$ cat src/rtl/axi_lite_pkg.sv
// rtl/axi_lite_pkg.sv - shared types for the AXI4-Lite register file (macro AXIL_REGFILE_SLVERR_EN)
package axi_lite_pkg;

    typedef enum logic [1:0] {
        RESP_OKAY   = 2'b00,
        RESP_SLVERR = 2'b10
    } resp_t;

    typedef enum logic {
        WR_IDLE,
        WR_RESP
    } wr_state_t;

    typedef enum logic {
        RD_IDLE,
        RD_DATA
    } rd_state_t;

`ifdef AXIL_REGFILE_SLVERR_EN
    localparam resp_t OOR_RESP = RESP_SLVERR;
`else
    // Out-of-range accesses are still dropped / read as zero, just not flagged.
    localparam resp_t OOR_RESP = RESP_OKAY;
`endif

endpackage

$ cat src/rtl/axil_regfile_decode.sv
// rtl/axil_regfile_decode.sv - combinational byte-address to register-index decode
module axil_regfile_decode
    import axi_lite_pkg::*;
#(
    parameter int                    ADDR_WIDTH = 32,
    parameter int                    NUM_REGS   = 16,
    parameter logic [ADDR_WIDTH-1:0] BASE_ADDR  = 32'h0000_0000,
    parameter int                    IDX_WIDTH  = $clog2(NUM_REGS)
) (
    input  logic [ADDR_WIDTH-1:0] addr,
    output logic [IDX_WIDTH-1:0]  index,
    output logic                  in_range
);

    localparam logic [ADDR_WIDTH-1:0] SPAN = ADDR_WIDTH'(NUM_REGS * 4);

    logic [ADDR_WIDTH-1:0] offset;

    assign offset   = addr - BASE_ADDR;
    // Comparing the offset avoids overflow of BASE_ADDR + SPAN at the top of the map.
    assign in_range = (addr >= BASE_ADDR) && (offset < SPAN);
    assign index    = offset[IDX_WIDTH+1:2];

endmodule

$ cat src/rtl/axi_lite_regfile_slave.sv
// rtl/axi_lite_regfile_slave.sv - AXI4-Lite register bank target with flat sideband view
// Out-of-range response code selected by macro AXIL_REGFILE_SLVERR_EN.
module axi_lite_regfile_slave
    import axi_lite_pkg::*;
#(
    parameter int                    ADDR_WIDTH = 32,
    parameter int                    DATA_WIDTH = 32,
    parameter int                    NUM_REGS   = 16,
    parameter logic [ADDR_WIDTH-1:0] BASE_ADDR  = 32'h0000_0000
) (
    input  logic                           aclk,
    input  logic                           areset,
    input  logic [ADDR_WIDTH-1:0]          awaddr,
    input  logic                           awvalid,
    output logic                           awready,
    input  logic [DATA_WIDTH-1:0]          wdata,
    input  logic [DATA_WIDTH/8-1:0]        wstrb,
    input  logic                           wvalid,
    output logic                           wready,
    output logic [1:0]                     bresp,
    output logic                           bvalid,
    input  logic                           bready,
    input  logic [ADDR_WIDTH-1:0]          araddr,
    input  logic                           arvalid,
    output logic                           arready,
    output logic [DATA_WIDTH-1:0]          rdata,
    output logic [1:0]                     rresp,
    output logic                           rvalid,
    input  logic                           rready,
    output logic [NUM_REGS*DATA_WIDTH-1:0] reg_q
);

    localparam int IDXW  = $clog2(NUM_REGS);
    localparam int STRBW = DATA_WIDTH / 8;

    logic [DATA_WIDTH-1:0] regs_q [NUM_REGS];
    logic [DATA_WIDTH-1:0] regs_d [NUM_REGS];

    // ---------------- write channel ----------------
    wr_state_t             wr_state_q, wr_state_d;
    logic                  aw_held_q, aw_held_d;
    logic                  w_held_q, w_held_d;
    logic                  awready_q, awready_d;
    logic                  wready_q, wready_d;
    logic                  bvalid_q, bvalid_d;
    resp_t                 bresp_q, bresp_d;
    logic [ADDR_WIDTH-1:0] awaddr_q, awaddr_d;
    logic [DATA_WIDTH-1:0] wdata_q, wdata_d;
    logic [STRBW-1:0]      wstrb_q, wstrb_d;

    logic                  aw_hs, w_hs;
    logic [ADDR_WIDTH-1:0] aw_eff;
    logic [DATA_WIDTH-1:0] wdata_eff;
    logic [STRBW-1:0]      wstrb_eff;
    logic [IDXW-1:0]       wr_idx;
    logic                  wr_in_range;

    assign aw_hs     = awvalid & awready_q;
    assign w_hs      = wvalid & wready_q;
    // A payload arriving this cycle is used directly so a same-cycle AW+W commits at once.
    assign aw_eff    = aw_hs ? awaddr : awaddr_q;
    assign wdata_eff = w_hs ? wdata : wdata_q;
    assign wstrb_eff = w_hs ? wstrb : wstrb_q;

    axil_regfile_decode #(
        .ADDR_WIDTH (ADDR_WIDTH),
        .NUM_REGS   (NUM_REGS),
        .BASE_ADDR  (BASE_ADDR),
        .IDX_WIDTH  (IDXW)
    ) u_wr_decode (
        .addr     (aw_eff),
        .index    (wr_idx),
        .in_range (wr_in_range)
    );

    always_comb begin
        wr_state_d = wr_state_q;
        aw_held_d  = aw_held_q;
        w_held_d   = w_held_q;
        awready_d  = awready_q;
        wready_d   = wready_q;
        bvalid_d   = bvalid_q;
        bresp_d    = bresp_q;
        awaddr_d   = awaddr_q;
        wdata_d    = wdata_q;
        wstrb_d    = wstrb_q;
        for (int i = 0; i < NUM_REGS; i++) begin
            regs_d[i] = regs_q[i];
        end
        case (wr_state_q)
            WR_IDLE: begin
                if (aw_hs) begin
                    awaddr_d  = awaddr;
                    aw_held_d = 1'b1;
                end
                if (w_hs) begin
                    wdata_d  = wdata;
                    wstrb_d  = wstrb;
                    w_held_d = 1'b1;
                end
                if (aw_held_d && w_held_d) begin
                    wr_state_d = WR_RESP;
                    aw_held_d  = 1'b0;
                    w_held_d   = 1'b0;
                    awready_d  = 1'b0;
                    wready_d   = 1'b0;
                    bvalid_d   = 1'b1;
                    if (wr_in_range) begin
                        bresp_d = RESP_OKAY;
                        for (int b = 0; b < STRBW; b++) begin
                            if (wstrb_eff[b]) begin
                                regs_d[wr_idx][b*8 +: 8] = wdata_eff[b*8 +: 8];
                            end
                        end
                    end else begin
                        bresp_d = OOR_RESP;
                    end
                end else begin
                    awready_d = !aw_held_d;
                    wready_d  = !w_held_d;
                end
            end
            WR_RESP: begin
                if (bready) begin
                    wr_state_d = WR_IDLE;
                    bvalid_d   = 1'b0;
                    awready_d  = 1'b1;
                    wready_d   = 1'b1;
                end
            end
            default: wr_state_d = WR_IDLE;
        endcase
    end

    always_ff @(posedge aclk or posedge areset) begin
        if (areset) begin
            wr_state_q <= WR_IDLE;
            aw_held_q  <= 1'b0;
            w_held_q   <= 1'b0;
            awready_q  <= 1'b0;
            wready_q   <= 1'b0;
            bvalid_q   <= 1'b0;
            bresp_q    <= RESP_OKAY;
            awaddr_q   <= '0;
            wdata_q    <= '0;
            wstrb_q    <= '0;
            for (int i = 0; i < NUM_REGS; i++) begin
                regs_q[i] <= '0;
            end
        end else begin
            wr_state_q <= wr_state_d;
            aw_held_q  <= aw_held_d;
            w_held_q   <= w_held_d;
            awready_q  <= awready_d;
            wready_q   <= wready_d;
            bvalid_q   <= bvalid_d;
            bresp_q    <= bresp_d;
            awaddr_q   <= awaddr_d;
            wdata_q    <= wdata_d;
            wstrb_q    <= wstrb_d;
            for (int i = 0; i < NUM_REGS; i++) begin
                regs_q[i] <= regs_d[i];
            end
        end
    end

    // ---------------- read channel ----------------
    rd_state_t             rd_state_q, rd_state_d;
    logic                  arready_q, arready_d;
    logic                  rvalid_q, rvalid_d;
    resp_t                 rresp_q, rresp_d;
    logic [DATA_WIDTH-1:0] rdata_q, rdata_d;
    logic [IDXW-1:0]       rd_idx;
    logic                  rd_in_range;

    axil_regfile_decode #(
        .ADDR_WIDTH (ADDR_WIDTH),
        .NUM_REGS   (NUM_REGS),
        .BASE_ADDR  (BASE_ADDR),
        .IDX_WIDTH  (IDXW)
    ) u_rd_decode (
        .addr     (araddr),
        .index    (rd_idx),
        .in_range (rd_in_range)
    );

    always_comb begin
        rd_state_d = rd_state_q;
        arready_d  = arready_q;
        rvalid_d   = rvalid_q;
        rresp_d    = rresp_q;
        rdata_d    = rdata_q;
        case (rd_state_q)
            RD_IDLE: begin
                // Reads sample regs_q, so a same-edge write is not yet visible.
                if (arvalid && arready_q) begin
                    rd_state_d = RD_DATA;
                    arready_d  = 1'b0;
                    rvalid_d   = 1'b1;
                    rdata_d    = rd_in_range ? regs_q[rd_idx] : '0;
                    rresp_d    = rd_in_range ? RESP_OKAY : OOR_RESP;
                end else begin
                    arready_d = 1'b1;
                end
            end
            RD_DATA: begin
                if (rready) begin
                    rd_state_d = RD_IDLE;
                    rvalid_d   = 1'b0;
                    arready_d  = 1'b1;
                end
            end
            default: rd_state_d = RD_IDLE;
        endcase
    end

    always_ff @(posedge aclk or posedge areset) begin
        if (areset) begin
            rd_state_q <= RD_IDLE;
            arready_q  <= 1'b0;
            rvalid_q   <= 1'b0;
            rresp_q    <= RESP_OKAY;
            rdata_q    <= '0;
        end else begin
            rd_state_q <= rd_state_d;
            arready_q  <= arready_d;
            rvalid_q   <= rvalid_d;
            rresp_q    <= rresp_d;
            rdata_q    <= rdata_d;
        end
    end

    assign awready = awready_q;
    assign wready  = wready_q;
    assign bvalid  = bvalid_q;
    assign bresp   = bresp_q;
    assign arready = arready_q;
    assign rvalid  = rvalid_q;
    assign rresp   = rresp_q;
    assign rdata   = rdata_q;

    for (genvar g = 0; g < NUM_REGS; g++) begin : g_flat
        assign reg_q[g*DATA_WIDTH +: DATA_WIDTH] = regs_q[g];
    end

endmodule
$ cat config.mk
export PLATFORM = sky130hd
export DESIGN_NAME = axi_lite_regfile_slave
export DESIGN_NICKNAME = d
export VERILOG_FILES = /design/src/rtl/axi_lite_pkg.sv /design/src/rtl/axil_regfile_decode.sv /design/src/rtl/axi_lite_regfile_slave.sv
export SDC_FILE = /design/constraint.sdc
export NUM_CORES = 1
export LEC_CHECK = 0
export CAP_MARGIN = 20
export CELL_PAD_IN_SITES_DETAIL_PLACEMENT = 2
export CELL_PAD_IN_SITES_GLOBAL_PLACEMENT = 2
export CORE_ASPECT_RATIO = 2
export CORE_MARGIN = 2
export CORE_UTILIZATION = 35
export DETAILED_ROUTE_END_ITERATION = 10
export PLACE_DENSITY_LB_ADDON = 0.1
export SETUP_SLACK_MARGIN = 0.15
export SLEW_MARGIN = 25
export SYNTH_ARGS = -nofsm -noshare
export SYNTH_HDL_FRONTEND = slang
export SYNTH_SLANG_ARGS = --single-unit
$ cat constraint.sdc
create_clock -name aclk -period 28 [get_ports aclk]
set_clock_uncertainty 0.15 [all_clocks]
set_input_delay 7 -clock aclk [delete_from_list [all_inputs] [get_ports aclk]]
set_output_delay 7 -clock aclk [all_outputs]
set_load 0.005 [all_outputs]
==> flow_summary_export.csv <==
group,metric,value,unit
layout,multi_input_area,0.01223,mm2
global_routing,grt_use_total,28.00,%
route,drc,0,
synthesis,avgSynthCellArea,15.30,um2
sta,min_period_over_period,38.80,%
sta,hold_viol_final,0,
placed_design,numPortBuffers,651,
route,vias,19537,
sta,final_max_slew_viol_count,0,
synthesis,syn-cell-area,0.02831,mm2
layout,utilization,47.13,%
clock_network,cts_tree,"built",
global_routing,grt_pass1_wl,166300,um
route,drtIter0Drc,814,
placed_design,hpwlAfterDp,81590,um
floorplanning,io_pins,660,
clock_network,clock_sinks,619,
sta,setup_violations,0,
clock_network,root_buffer,"clkbuf_16",
sta,tightest_slew,1055,ps
sta,slew_headroom,29.68,%
layout,seq_area,0.01549,mm2
pwr,ir_worst_vdd,0.05189,mV
route,via_per_inst,5.500,
worst_setup_path,crit_path_start_kind,"input pin",
clock_network,postCtsResizedCells,0,
worst_setup_path,required,28370,ps
global_routing,antenna_found_initial,18,
synthesis,synth.distinct_cells,45,
run,drv_cap,0,
clock_network,clk_path_buf_depth,3,
global_routing,grt_pass1_vias,22263,
clock_network,path_clk_slew,70,ps
clock_network,insertion_delay,650,ps
synthesis,synth_cells,1850,
floorplanning,start_util,35.30,%
synthesis,synth-seq-area-share,54.72,%
sta,max_freq,92.04,MHz
clock_network,cts_made_buffers,58,
layout,area_growth,33.52,%
synthesis,synth-seq-cells,619,
sta,fin_crit,10860,ps
floorplanning,die_h,406.2,um
placed_design,gp_congestion,0.7836,
global_routing,grt_max_degree,188,
worst_setup_path,worstPathArrival,11240,ps
synthesis,yosys_warnings,0,
run_status,status,"completed",
worst_setup_path,critPathCaptureType,"flip-flop",
floorplanning,rows,147,
sta,rsz0062_at_grt,"false",
worst_setup_path,worstSetupPathType,"input pin to flip-flop",
worst_setup_path,cp_max_fo,33,
clock_network,postCtsSetupBuffers,0,
layout,drive_above_1_share,34.44,%
global_routing,grt-ovfl-total,0,
clock_network,postCtsHoldBufs,0,
route,wl,116100,um
route,wire_per_inst,32.68,um
floorplanning,fp.dieArea,0.08330,mm2
layout,nets,2568,
synthesis,synth_edf_count,0,
sta,finalSetupTns,0,ps
floorplanning,core,0.08019,mm2
pwr,p_leak,16.99,nW
route,first_pass_iters,4,
worst_hold_path,min_path_type,"flip-flop to flip-flop",
layout,fillers,7646,
pwr,powerDensity,58.36,mW/mm2
floorplanning,die-width,205.1,um
route,ant_nets,0,
clock_network,htree_levels,2,
synthesis,dominantRegCellSynth,"dfrtp_1",
synthesis,synth-async-reset-ratio,100.0,%
[through the flow]
stage / instance area [um2] / total power [mW] / cells / hold slack (ps) / worst slack (ps)
final: 37790 / 2.206 / 3552 / 331.5 / 17140
after global routing: 37790 / 2.303 / 3552 / 369.9 / 17050
after CTS: 37740 / 2.237 / 3548 / 336.4 / 17220
after detailed placement: 35760 / 1.393 / 3443 / 319.8 / 16530
after global placement: 35750 / 1.365 / 3443 / 310.1 / 16630
after floorplan: 28320 / 1.248 / 1853 / 317.3 / 3516
[kinds of logic (layout without fill, tap and decap cells)]
group,after synthesis,after routing,synth area share [%]
multiplexers,707,707,33.21
flip-flops,619,619,54.72
AND/OR/NAND/NOR,270,270,6.321
buffers and inverters,132,785,2.329
AO/OA/AOI/OAI,121,121,3.399
other,1,7,0.01325
[routing by layer]
layer	GRT usage, %	up-vias	wire (um)	share of wire [%]
met4	8.848	28	3747	3.2
met1	32.56	10478	43990	38
li1	-	8147	-	-
met5	0	-	192	0.17
met3	8.104	194	8546	7.4
met2	49.34	690	59590	51
[state kept, by name, indices dropped and copies added, names as in the netlist, 4 cells and up]
register  cells
awaddr_q     30
rdata        32
reg_q       512
wdata_q      32
wstrb_q       4
[cell type report]
cell class                      instances  share of cell area [%]
Antenna cell                            3                 0.01986
Clock buffer                           86                   4.711
Clock inverter                         19                  0.5396
Inverter                                4                 0.05959
Multi-Input combinational cell       1102                   32.35
Sequential cell                       619                   40.99
Tap cell                             1043                   3.453
Timing Repair Buffer                  676                   17.88
[cell usage in the layout (no fill, tap or decap), types with 9 or more instances in the layout]
cell type,synthesis,routed
clkinv_2,0,12
a22o_1,32,32
clkbuf_8,0,16
nand3_4,40,41
nor4_1,18,17
dfrtp_1,619,619
a22oi_1,62,62
mux2_1,35,35
nand2_1,139,138
clkbuf_16,0,61
clkbuf_1,72,9
buf_4,5,19
mux4_2,128,128
mux2_2,543,543
clkdlybuf4s50_1,0,649
nor2_1,18,16
and3_1,17,17
[synth_stat cells (3+ instances only)]
cell type / count / area (um2)
nand3_1: 5 / 25.02
nand2_1: 139 / 521.8
dfrtp_1: 619 / 15490
buf_12: 3 / 60.06
nor2b_1: 3 / 18.77
nand4_1: 5 / 31.28
a21oi_2: 4 / 35.03
clkbuf_1: 72 / 270.3
o31a_1: 3 / 26.28
nor2_2: 5 / 31.28
nor2_1: 18 / 67.56
mux4_2: 128 / 2883
buf_1: 4 / 15.01
mux2_1: 35 / 394.1
buf_2: 38 / 190.2
buf_6: 5 / 56.30
a21oi_1: 3 / 15.01
a22oi_1: 62 / 465.5
a22o_1: 32 / 280.3
nand3_2: 7 / 70.07
mux2_2: 543 / 6115
nand3_4: 40 / 700.7
nor4_1: 18 / 112.6
a211oi_1: 3 / 22.52
and3_1: 17 / 106.4
a31oi_1: 4 / 25.02
buf_4: 5 / 37.54
o21ai_0: 3 / 15.01
inv_1: 4 / 15.01
[power by group]
part           total [mW]  leakage, nW  internal (mW)  switching [mW]
clock               0.836        0.986          0.474           0.362
combinational       0.381         7.52          0.113           0.268
sequential          0.989         8.48          0.950          0.0390
[worst paths after layout]
check	startpoint	endpoint	slack, ps	cells after the start
min in group asynchronous	areset	rdata[13]	6710	2
max reg2reg	awready	reg_q[497]	23570	7
min	rvalid	rvalid	330	2
min reg2reg	rvalid	rvalid	330	2
max	awvalid	reg_q[497]	17140	8
max in group asynchronous	areset	reg_q[156]	18950	4
[worst max-delay path: stages]
cell	delay (ps)
clkdlybuf4s50_1	810
and2_1	440
nand4_1	220
a22oi_4	260
buf_4	570
buf_4	650
and3_1	820
mux2_2	420
No activity file was read; power rests on OpenSTA's default activity.
